<file path="config.mk">
export PLATFORM = sky130hd
export DESIGN_NAME = mem_stage
export DESIGN_NICKNAME = d
export VERILOG_FILES = /design/src/rtl/cpu_defines.sv /design/src/rtl/load_align.sv /design/src/rtl/mem_stage.sv
export SDC_FILE = /design/constraint.sdc
export NUM_CORES = 1
export LEC_CHECK = 0
export ABC_AREA = 0
export BUFFER_PORTS_ARGS = -buffer_cell sky130_fd_sc_hd__buf_2
export CAP_MARGIN = 5
export CORE_MARGIN = 2
export CORE_UTILIZATION = 44
export DETAILED_ROUTE_END_ITERATION = 16
export PLACE_DENSITY = 0.69
export SLEW_MARGIN = 20
export SYNTH_ARGS = -nofsm -noshare
export SYNTH_HDL_FRONTEND = slang
export SYNTH_SLANG_ARGS = --single-unit
</file>
<file path="constraint.sdc">
create_clock -name clk -period 2.1 [get_ports clk]
set_input_delay 0.105 -clock clk [delete_from_list [all_inputs] [get_ports clk]]
set_output_delay 0.105 -clock clk [all_outputs]
set_load 0.1 [all_outputs]
</file>
<file path="src/rtl/cpu_defines.sv">
// Shared opcode, funct3 and memory-stage state definitions for the my_cpu pipeline.
package cpu_defines;

  localparam logic [6:0] INST_TYPE_L = 7'b0000011;
  localparam logic [6:0] INST_TYPE_S = 7'b0100011;

  localparam logic [2:0] INST_LB  = 3'b000;
  localparam logic [2:0] INST_LH  = 3'b001;
  localparam logic [2:0] INST_LW  = 3'b010;
  localparam logic [2:0] INST_LBU = 3'b100;
  localparam logic [2:0] INST_LHU = 3'b101;
  localparam logic [2:0] INST_SB  = 3'b000;
  localparam logic [2:0] INST_SH  = 3'b001;
  localparam logic [2:0] INST_SW  = 3'b010;

  typedef enum logic {
    MEM_IDLE   = 1'b0,
    MEM_ACCESS = 1'b1
  } mem_state_e;

  // size is funct3[1:0]: 00 byte, 01 halfword, 10 word
  function automatic logic is_misaligned(input logic [1:0] size, input logic [1:0] addr_lo);
    logic mis;
    mis = 1'b0;
    case (size)
      2'b01:   mis = addr_lo[0];
      2'b10:   mis = |addr_lo;
      default: mis = 1'b0;
    endcase
    return mis;
  endfunction

endpackage

</file>
<file path="src/rtl/load_align.sv">
// Selects the addressed byte/halfword lane of a load word and sign- or zero-extends it.
module load_align
  import cpu_defines::*;
(
  input  logic [31:0] i_rdata,
  input  logic [1:0]  i_addr_lo,
  input  logic [2:0]  i_funct3,
  output logic [31:0] o_data
);

  logic [7:0]  w_byte;
  logic [15:0] w_half;

  always_comb begin
    w_byte = i_rdata[7:0];
    case (i_addr_lo)
      2'b00:   w_byte = i_rdata[7:0];
      2'b01:   w_byte = i_rdata[15:8];
      2'b10:   w_byte = i_rdata[23:16];
      default: w_byte = i_rdata[31:24];
    endcase
    w_half = i_addr_lo[1] ? i_rdata[31:16] : i_rdata[15:0];
  end

  always_comb begin
    o_data = i_rdata;
    case (i_funct3)
      INST_LB:  o_data = {{24{w_byte[7]}}, w_byte};
      INST_LH:  o_data = {{16{w_half[15]}}, w_half};
      INST_LBU: o_data = {24'h0, w_byte};
      INST_LHU: o_data = {16'h0, w_half};
      default:  o_data = i_rdata;
    endcase
  end

endmodule

</file>
<file path="src/rtl/mem_stage.sv">
// Memory-access stage: pass-through of ALU bundles, single-outstanding load/store
// transactions on the data-memory port, and a registered writeback bundle.
module mem_stage
  import cpu_defines::*;
(
  input  logic        clk,
  input  logic        rst_n,
  input  logic        in_valid,
  output logic        in_ready,
  input  logic [31:0] alu_result_i,
  input  logic [31:0] store_data_i,
  input  logic        rd_en_i,
  input  logic [4:0]  rd_addr_i,
  input  logic [31:0] pc_i,
  input  logic [31:0] inst_i,
  input  logic        flush_i,
  output logic        dmem_req_o,
  output logic        dmem_we_o,
  output logic [31:0] dmem_addr_o,
  output logic [31:0] dmem_wdata_o,
  output logic [3:0]  dmem_be_o,
  input  logic        dmem_ack_i,
  input  logic [31:0] dmem_rdata_i,
  output logic        wb_valid_o,
  output logic        wb_rd_en_o,
  output logic [4:0]  wb_rd_addr_o,
  output logic [31:0] wb_data_o,
  output logic [31:0] wb_pc_o,
  output logic [31:0] wb_inst_o,
  output logic        misalign_o
);

  mem_state_e r_state, w_state_next;

  logic        r_kill;
  logic        r_dmem_we;
  logic [31:0] r_eff_addr;
  logic [31:0] r_dmem_wdata;
  logic [3:0]  r_dmem_be;
  logic [2:0]  r_funct3;
  logic        r_rd_en;
  logic [4:0]  r_rd_addr;
  logic [31:0] r_pc;
  logic [31:0] r_inst;

  logic        r_wb_valid;
  logic        r_wb_rd_en;
  logic [4:0]  r_wb_rd_addr;
  logic [31:0] r_wb_data;
  logic [31:0] r_wb_pc;
  logic [31:0] r_wb_inst;
  logic        r_misalign;

  logic [6:0]  w_opcode;
  logic [2:0]  w_funct3;
  logic        w_is_load;
  logic        w_is_store;
  logic        w_is_mem;
  logic        w_misalign;
  logic        w_accept;
  logic        w_start;
  logic        w_ack;
  logic        w_killed;
  logic [3:0]  w_be;
  logic [31:0] w_wdata;
  logic [31:0] w_load_data;

  assign w_opcode   = inst_i[6:0];
  assign w_funct3   = inst_i[14:12];
  assign w_is_load  = (w_opcode == INST_TYPE_L);
  assign w_is_store = (w_opcode == INST_TYPE_S);
  assign w_is_mem   = w_is_load | w_is_store;
  assign w_misalign = w_is_mem & is_misaligned(w_funct3[1:0], alu_result_i[1:0]);
  assign w_accept   = in_valid & in_ready & ~flush_i;
  assign w_start    = w_accept & w_is_mem & ~w_misalign;
  assign w_ack      = (r_state == MEM_ACCESS) & dmem_ack_i;
  // A flush arriving on the ack cycle itself still kills the result.
  assign w_killed   = r_kill | flush_i;

  assign in_ready     = (r_state == MEM_IDLE);
  assign dmem_req_o   = (r_state == MEM_ACCESS);
  assign dmem_we_o    = r_dmem_we;
  assign dmem_addr_o  = {r_eff_addr[31:2], 2'b00};
  assign dmem_wdata_o = r_dmem_wdata;
  assign dmem_be_o    = r_dmem_be;

  assign wb_valid_o   = r_wb_valid;
  assign wb_rd_en_o   = r_wb_rd_en;
  assign wb_rd_addr_o = r_wb_rd_addr;
  assign wb_data_o    = r_wb_data;
  assign wb_pc_o      = r_wb_pc;
  assign wb_inst_o    = r_wb_inst;
  assign misalign_o   = r_misalign;

  always_comb begin
    w_be    = 4'hF;
    w_wdata = store_data_i;
    case (w_funct3)
      INST_SB: begin
        w_be    = 4'b0001 << alu_result_i[1:0];
        w_wdata = {4{store_data_i[7:0]}};
      end
      INST_SH: begin
        w_be    = 4'b0011 << {alu_result_i[1], 1'b0};
        w_wdata = {2{store_data_i[15:0]}};
      end
      default: begin
        w_be    = 4'hF;
        w_wdata = store_data_i;
      end
    endcase
  end

  load_align u_load_align (
    .i_rdata   (dmem_rdata_i),
    .i_addr_lo (r_eff_addr[1:0]),
    .i_funct3  (r_funct3),
    .o_data    (w_load_data)
  );

  always_ff @(posedge clk or negedge rst_n) begin
    if (!rst_n) r_state <= MEM_IDLE;
    else        r_state <= w_state_next;
  end

  always_comb begin
    w_state_next = r_state;
    unique case (r_state)
      MEM_IDLE:   if (w_start) w_state_next = MEM_ACCESS;
      MEM_ACCESS: if (dmem_ack_i) w_state_next = MEM_IDLE;
      default:    w_state_next = MEM_IDLE;
    endcase
  end

  always_ff @(posedge clk or negedge rst_n) begin
    if (!rst_n) begin
      r_kill       <= 1'b0;
      r_dmem_we    <= 1'b0;
      r_eff_addr   <= 32'h0;
      r_dmem_wdata <= 32'h0;
      r_dmem_be    <= 4'h0;
      r_funct3     <= 3'h0;
      r_rd_en      <= 1'b0;
      r_rd_addr    <= 5'h0;
      r_pc         <= 32'h0;
      r_inst       <= 32'h0;
      r_wb_valid   <= 1'b0;
      r_wb_rd_en   <= 1'b0;
      r_wb_rd_addr <= 5'h0;
      r_wb_data    <= 32'h0;
      r_wb_pc      <= 32'h0;
      r_wb_inst    <= 32'h0;
      r_misalign   <= 1'b0;
    end else begin
      r_wb_valid <= 1'b0;
      r_misalign <= 1'b0;

      if (w_start) begin
        r_dmem_we    <= w_is_store;
        r_eff_addr   <= alu_result_i;
        r_dmem_be    <= w_is_store ? w_be : 4'hF;
        r_dmem_wdata <= w_is_store ? w_wdata : 32'h0;
        r_funct3     <= w_funct3;
        r_rd_en      <= rd_en_i & w_is_load;
        r_rd_addr    <= rd_addr_i;
        r_pc         <= pc_i;
        r_inst       <= inst_i;
      end else if (w_accept) begin
        // Pass-through, or a misaligned access retiring without touching memory.
        r_wb_valid   <= 1'b1;
        r_misalign   <= w_misalign;
        r_wb_rd_en   <= rd_en_i & ~w_misalign;
        r_wb_rd_addr <= rd_addr_i;
        r_wb_data    <= alu_result_i;
        r_wb_pc      <= pc_i;
        r_wb_inst    <= inst_i;
      end

      if (w_ack) begin
        r_kill <= 1'b0;
        if (!w_killed) begin
          r_wb_valid   <= 1'b1;
          r_wb_rd_en   <= r_rd_en;
          r_wb_rd_addr <= r_rd_addr;
          r_wb_data    <= r_dmem_we ? r_eff_addr : w_load_data;
          r_wb_pc      <= r_pc;
          r_wb_inst    <= r_inst;
        end
      end else if ((r_state == MEM_ACCESS) && flush_i) begin
        r_kill <= 1'b1;
      end
    end
  end

endmodule

</file>
==> results of run 1 <==
[cells in the mapped netlist, drive strengths merged]
library cell / count
nand2: 353
dfrtp: 245
and3: 74
a221o: 73
buf: 71
o21ai: 66
clkbuf: 54
nand3: 37
a21oi: 22
o211ai: 21
a211oi: 18
a22oi: 16
o22ai: 14
nor2: 12
mux2: 11
nor3: 10
a21boi: 8
inv: 8
a21o: 7
a22o: 7
and2: 7
nor2b: 7
mux2i: 5
a31oi: 4
nand2b: 4
a221oi: 3
ha: 3
nor3b: 3
nor4: 2
a31o: 1
a32oi: 1
a41oi: 1
conb: 1
nand3b: 1
o21ba: 1
o221ai: 1
or3: 1
[through the flow]
step           util (%)  std cells  setup WS, ns  TNS (ns)
2_1_floorplan         -       1174        0.0241         0
3_3_place_gp       52.8       1762       -0.0614    -0.726
3_5_place_dp       52.9       1762       -0.0188   -0.0188
4_1_cts            62.8       1967       0.00652         0
5_1_grt            62.9       1969       0.00110         0
6_report           62.9       1970         0.116         0
[critical path, delay by kind of cell]
| family | cells | cell delay (ns) |
|---|---|---|
| and+or+nand+nor | 1 | 0.31 |
| AOI/OAI and AO/OA | 3 | 0.57 |
| buffers and inverters | 5 | 1.15 |
| adders and majority gates | 1 | 0.26 |
[registers in the layout (all words and copies together), names as in the netlist]
name          cells
misalign_o        1
wb_data_o        32
wb_rd_en_o        1
r_funct3          2
r_rd_en           1
r_inst           30
dmem_req_o        1
wb_valid_o        1
r_pc             32
dmem_wdata_o     32
wb_inst_o        32
r_kill            1
wb_pc_o          32
dmem_we_o         1
r_eff_addr       32
r_rd_addr         5
wb_rd_addr_o      5
dmem_be_o         4
[where the power goes]
part	internal [W]	switching, W
logic	0.00109	0.00373
clock network	0.00308	0.00199
registers	0.00518	0.000296
[metal layers]
layer | track usage, % | vias up
met3 | 5.88 | 110
met4 | 11.3 | 0
li1 | - | 4986
met1 | 35.1 | 5340
met5 | 0 | -
met2 | 44.0 | 546
[how the worst max path moves through the flow]
| stage | startpoint | end | slack [ns] | cells after the start |
|---|---|---|---|---|
| final | inst_i[12] | wb_data_o[15] | 0.12 | 10 |
| after global placement | r_eff_addr[1] | wb_data_o[27] | -0.06 | 5 |
| after CTS | inst_i[12] | dmem_wdata_o[18] | 0.007 | 10 |
| after floorplan | dmem_req_o | wb_data_o[15] | 0.02 | 6 |
| after global routing | dmem_req_o | wb_inst_o[15] | 0.001 | 5 |
| after detailed placement | inst_i[13] | dmem_wdata_o[18] | -0.02 | 9 |
[cells by family (layout without fill, tap and decap cells)]
group	Yosys count	count (layout)	synth area share, %
AOI/OAI and AO/OA	264	264	17.3
adders and majority gates	3	3	0.331
buffers and inverters	133	598	6.50
DFF	245	245	54.0
muxes	16	16	1.53
other	1	3	0.0330
and+or+nand+nor	511	511	20.3
[timing repair]
action,in CTS,in global routing
endpoints found under the hold margin,479,0
gates resized for setup,0,2
setup endpoints to repair,0,57
setup buffers,0,1
hold buffers,153,0
[area by class of cell]
type                    instances  area share (%)
multi-input cells             796            28.5
repair buffers                538            24.0
diodes                          1          0.0157
well taps                     330            2.60
inverters                       8           0.189
clock buffers                  40            5.39
flip-flops and latches        245            38.6
clock inverters                12           0.756
==> results_dict.tcl, run 1 <==
set metrics [dict create \
    grt_max_degree 102 \
    dieArea_um2 27100 \
    hold_slack_ns 0.0233 \
    grt_pass1_wl_um 58100 \
    cp_slowest_cell "dlygate4sd3_1" \
    clock_skew_ns 0.0133 \
    cts-root-buf "clkbuf_16" \
    placed_area_um2 13300 \
    cp_data_arrival_time_ns 2.41 \
    layout_common_cells "nand2_1 (353), buf_2 (342), dfrtp_1 (243)" \
    status "finished, final reports clean" \
    met3_length_um 3250 \
    globalRoute.totalOverflow 0 \
    viasPerCell 5.57 \
    drc_errors 0 \
    yosys-top-cells-area "dfrtp_1 (54%), nand2_1 (12%), a221o_1 (6.4%), and3_1 (4.0%), o21ai_0 (2.9%)" \
    hpwl_um 23500 \
    hold_class "in -> reg" \
    ios 346 \
    portBuffers 343 \
    place_congestion 0.885 \
    htree_levels 1 \
    cp_slowest_stage_delay_ns 0.54 \
    slew_violations 0 \
    r2r-end "wb_inst_o[26]" \
    synth.ff_latch_count 245 \
    hold_depth 3 \
    worstSetupPathType "in -> reg" \
    critPathLaunchType "input port" \
    multi_input_area_um2 4520 \
    start_util_pct 45.0 \
    worst_pin_slew_ns 0.734 \
    fill_cells 2049 \
    drive_above_1_share_pct 28.2 \
    fmax_ghz 0.504 \
    wl_um 37700 \
    cp_cell_sequence "dlygate4sd3_1 > buf_2 > inv_1 > ha_1 > o211ai_1 > and2_1 > a21oi_4 > buf_4 > clkbuf_16 > a221o_1" \
    min_period_ns 1.98 \
    route.met2.wl_um 17600 \
    yosysUniqueCellTypes 50 \
    core_um2 25300 \
    cts.sinks 245 \
    clk_latency_ns 0.54 \
    slew_headroom_pct 50.9 \
    fp-row-count 58 \
    irDropWorstVdd_uv 728 \
    die_x_um 165 \
    ff2ff_path_depth 5 \
    grt_use_total_pct 27.0 \
    vias 10982 \
    ant_nets 0 \
    final_cell_area_um2 15900 \
    wl_met1_um 15400 \
    period_share_pct 94.5 \
    p_leak_nw 8.30 \
    power-per-cell-area_nw_per_um2 968 \
    critical_path_required_ns 2.52 \
    rr_startpoint "dmem_req_o" \
    clock_path_buffers 3 \
    synth_top_area_share_pct 54.0 \
    setup_viol 0 \
    min_from "inst_i[5]" \
    dr.pass1.iters 5 \
    yosysTopAreaCell "dfrtp_1" \
    netlist_instances 1173 \
    min_to "dmem_wdata_o[5]" \
    cts_buffers 28 \
    synth_area_per_cell_um2 9.68 \
    grt_pass1_vias 10982 \
    rsz0062_at_grt "no" \
    cap_violations 0 \
    power.total_w 0.0154 \
    cp-end-kind "register" \
    top_layer "met4" \
    syn_to_final_growth_pct 40.0 \
    hold_viol 0 \
    tritoncts "built" \
    r2r_slack_ns 0.12 \
    first_iter_violations 965 \
    final_common_cell "nand2_1" \
    die_h_um 165 \
    wire_per_inst_um 19.1 \
    ff_latch_area_um2 6130 \
    cp_max_fo 27 \
    ys_seq_area_share_pct 54.0 \
    nets 1791 \
    antenna_found_initial 1 \
    syn_area_um2 11400 \
    clk_pin_slew_worst_paths_ns 0.06 \
    ys_warn_count 0 \
]
(Power assumes the default switching activity.)
==> inputs of run 2 (changes only) <==
--- a/config.mk
+++ b/config.mk
@@ -10,8 +10,10 @@
 export CAP_MARGIN = 5
 export CORE_MARGIN = 2
 export CORE_UTILIZATION = 44
+export CTS_CLUSTER_SIZE = 28
 export DETAILED_ROUTE_END_ITERATION = 16
-export PLACE_DENSITY = 0.69
+export PLACE_DENSITY = 0.7
+export RECOVER_POWER = 50
 export SLEW_MARGIN = 20
 export SYNTH_ARGS = -nofsm -noshare
 export SYNTH_HDL_FRONTEND = slang
==> results_dict.tcl, run 2 (synthesized netlist as in run 1, its figures left out) <==
set metrics [dict create \
    hold_depth 3 \
    min_to "dmem_wdata_o[7]" \
    cts.sinks 245 \
    drc_errors 0 \
    placed_area_um2 13300 \
    grt_max_degree 102 \
    wire_per_inst_um 19.0 \
    violations "capacitance limit, slew limit" \
    cap_violations 1 \
    ff2ff_path_depth 6 \
    vias 10938 \
    hold_class "in -> reg" \
    portBuffers 343 \
    start_util_pct 45.0 \
    clock_skew_ns 0.00800 \
    status "complete, but fails checks" \
    globalRoute.totalOverflow 0 \
    ios 346 \
    cts_buffers 27 \
    worstSetupPathType "reg -> reg" \
    cts-root-buf "clkbuf_16" \
    setup_slack_ns 0.115 \
    layout_common_cells "nand2_1 (352), buf_2 (257), dfrtp_1 (243)" \
    p_leak_nw 8.12 \
    cp_slowest_cell "dfrtp_1" \
    grt_use_total_pct 27.0 \
    clock_path_buffers 3 \
    dr.pass1.iters 5 \
    cp_data_arrival_time_ns 2.40 \
    fmax_ghz 0.504 \
    rsz0062_at_grt "no" \
    viasPerCell 5.59 \
    clk_latency_ns 0.54 \
    setup_viol 0 \
    critical_path_required_ns 2.52 \
    dieArea_um2 27100 \
    die_h_um 165 \
    htree_levels 1 \
    tritoncts "built" \
    place_congestion 0.899 \
    nets 1783 \
    antenna_found_initial 0 \
    clk_pin_slew_worst_paths_ns 0.06 \
    worst_pin_slew_ns 1.53 \
    first_iter_violations 1102 \
    syn_to_final_growth_pct 37.8 \
    hold_slack_ns 0.0211 \
    core_um2 25300 \
    slew_headroom_pct -1.82 \
    cts_setup_buffers 0 \
    period_share_pct 94.5 \
    fp-row-count 58 \
    drive_above_1_share_pct 26.9 \
    power-per-cell-area_nw_per_um2 961 \
    min_period_ns 1.98 \
    wl_um 37100 \
    setup_tns_ns 0 \
    die_x_um 165 \
    cp_cell_sequence "mux2_1 > a22oi_2 > buf_4 > o21ba_2 > a21oi_1 > a221o_1" \
    cp_slowest_stage_delay_ns 0.40 \
    cp_max_fo 8 \
    slew_violations 59 \
    cp-end-kind "register" \
    r2r-end "wb_data_o[10]" \
    rr_startpoint "r_eff_addr[0]" \
    grt_pass1_vias 10762 \
    final_cell_area_um2 15600 \
    irDropWorstVdd_uv 613 \
    critPathLaunchType "register" \
    min_from "inst_i[5]" \
    fill_cells 2049 \
    grt_pass1_wl_um 58400 \
    post-place-ws_ns -0.0552 \
    hold_viol 0 \
    hpwl_um 23400 \
    final_common_cell "nand2_1" \
    r2r_slack_ns 0.12 \
    ant_nets 0 \
]
run 2: changes by cell type in the layout (fill, tap and decap cells not counted), moves of 2 or more:
cell       before  now
buf_2         342  257
buf_4          23   21
buf_6           0    2
clkinv_2        7    1
buf_1           0    2
clkbuf_1        2   13
clkbuf_2        0   77
buf_12         18   13
clkbuf_16      30   27
run 2: routing by layer:
layer  track usage, %  vias up  routed length [um]
met5                0        -                   0
met4             11.4        0                1600
met3             5.47      115                2970
met2             43.4      567               17400
met1             35.8     5290               15100
li1                 -     4966                   -
run 2: worst max-delay path by stage:
stage                        startpoint               end  slack, ns  cells after the start
after CTS                    inst_i[12]  dmem_wdata_o[20]       0.12                     10
final                     r_eff_addr[0]     wb_data_o[10]       0.12                      6
after global routing      r_eff_addr[1]     wb_data_o[31]       0.02                      6
after global placement    r_eff_addr[1]     wb_data_o[31]      -0.04                      6
after detailed placement  r_eff_addr[1]     wb_data_o[31]      -0.06                      6
after floorplan              dmem_req_o     wb_data_o[15]       0.02                      6
run 2: through the flow:
step           total power [W]  instances  utilization (%)
2_1_floorplan          0.00911       1174                -
3_3_place_gp            0.0101       1758             52.6
3_5_place_dp            0.0101       1758             52.6
4_1_cts                 0.0151       1956             62.1
5_1_grt                 0.0156       1956             62.0
6_report                0.0150       1957             62.0
run 2: where the power goes:
group | internal [W] | switching, W | total [W]
combinational | 0.00108 | 0.00374 | 0.00482
clock | 0.00282 | 0.00191 | 0.00473
sequential | 0.00518 | 0.000300 | 0.00548
total | 0.00908 | 0.00595 | 0.0150
run 2: area by class of cell:
| class | instances | area [um2] | area share [%] |
|---|---|---|---|
| Antenna cell | 1 | 2.50 | 0.0160 |
| Multi-Input combinational cell | 796 | 4520 | 28.9 |
| Tap cell | 330 | 413 | 2.64 |
| Inverter | 8 | 30.0 | 0.192 |
| Timing Repair Buffer | 531 | 3670 | 23.4 |
| Clock inverter | 3 | 43.8 | 0.280 |
| Sequential cell | 245 | 6130 | 39.2 |
| Clock buffer | 43 | 836 | 5.34 |
run 2: worst max-delay path: cells and delay by family, from the launching register on:
family	cells	cell delay, ns
muxes	1	0.33
AOI/OAI and AO/OA	4	0.96
buffers and inverters	1	0.16
DFF	1	0.40
run 2: repair_timing:
item	in CTS	in global routing
setup endpoints to repair	1	3
resized for setup	1	2
hold endpoints to repair	471	0
cloned	0	0
hold buffers	152	0
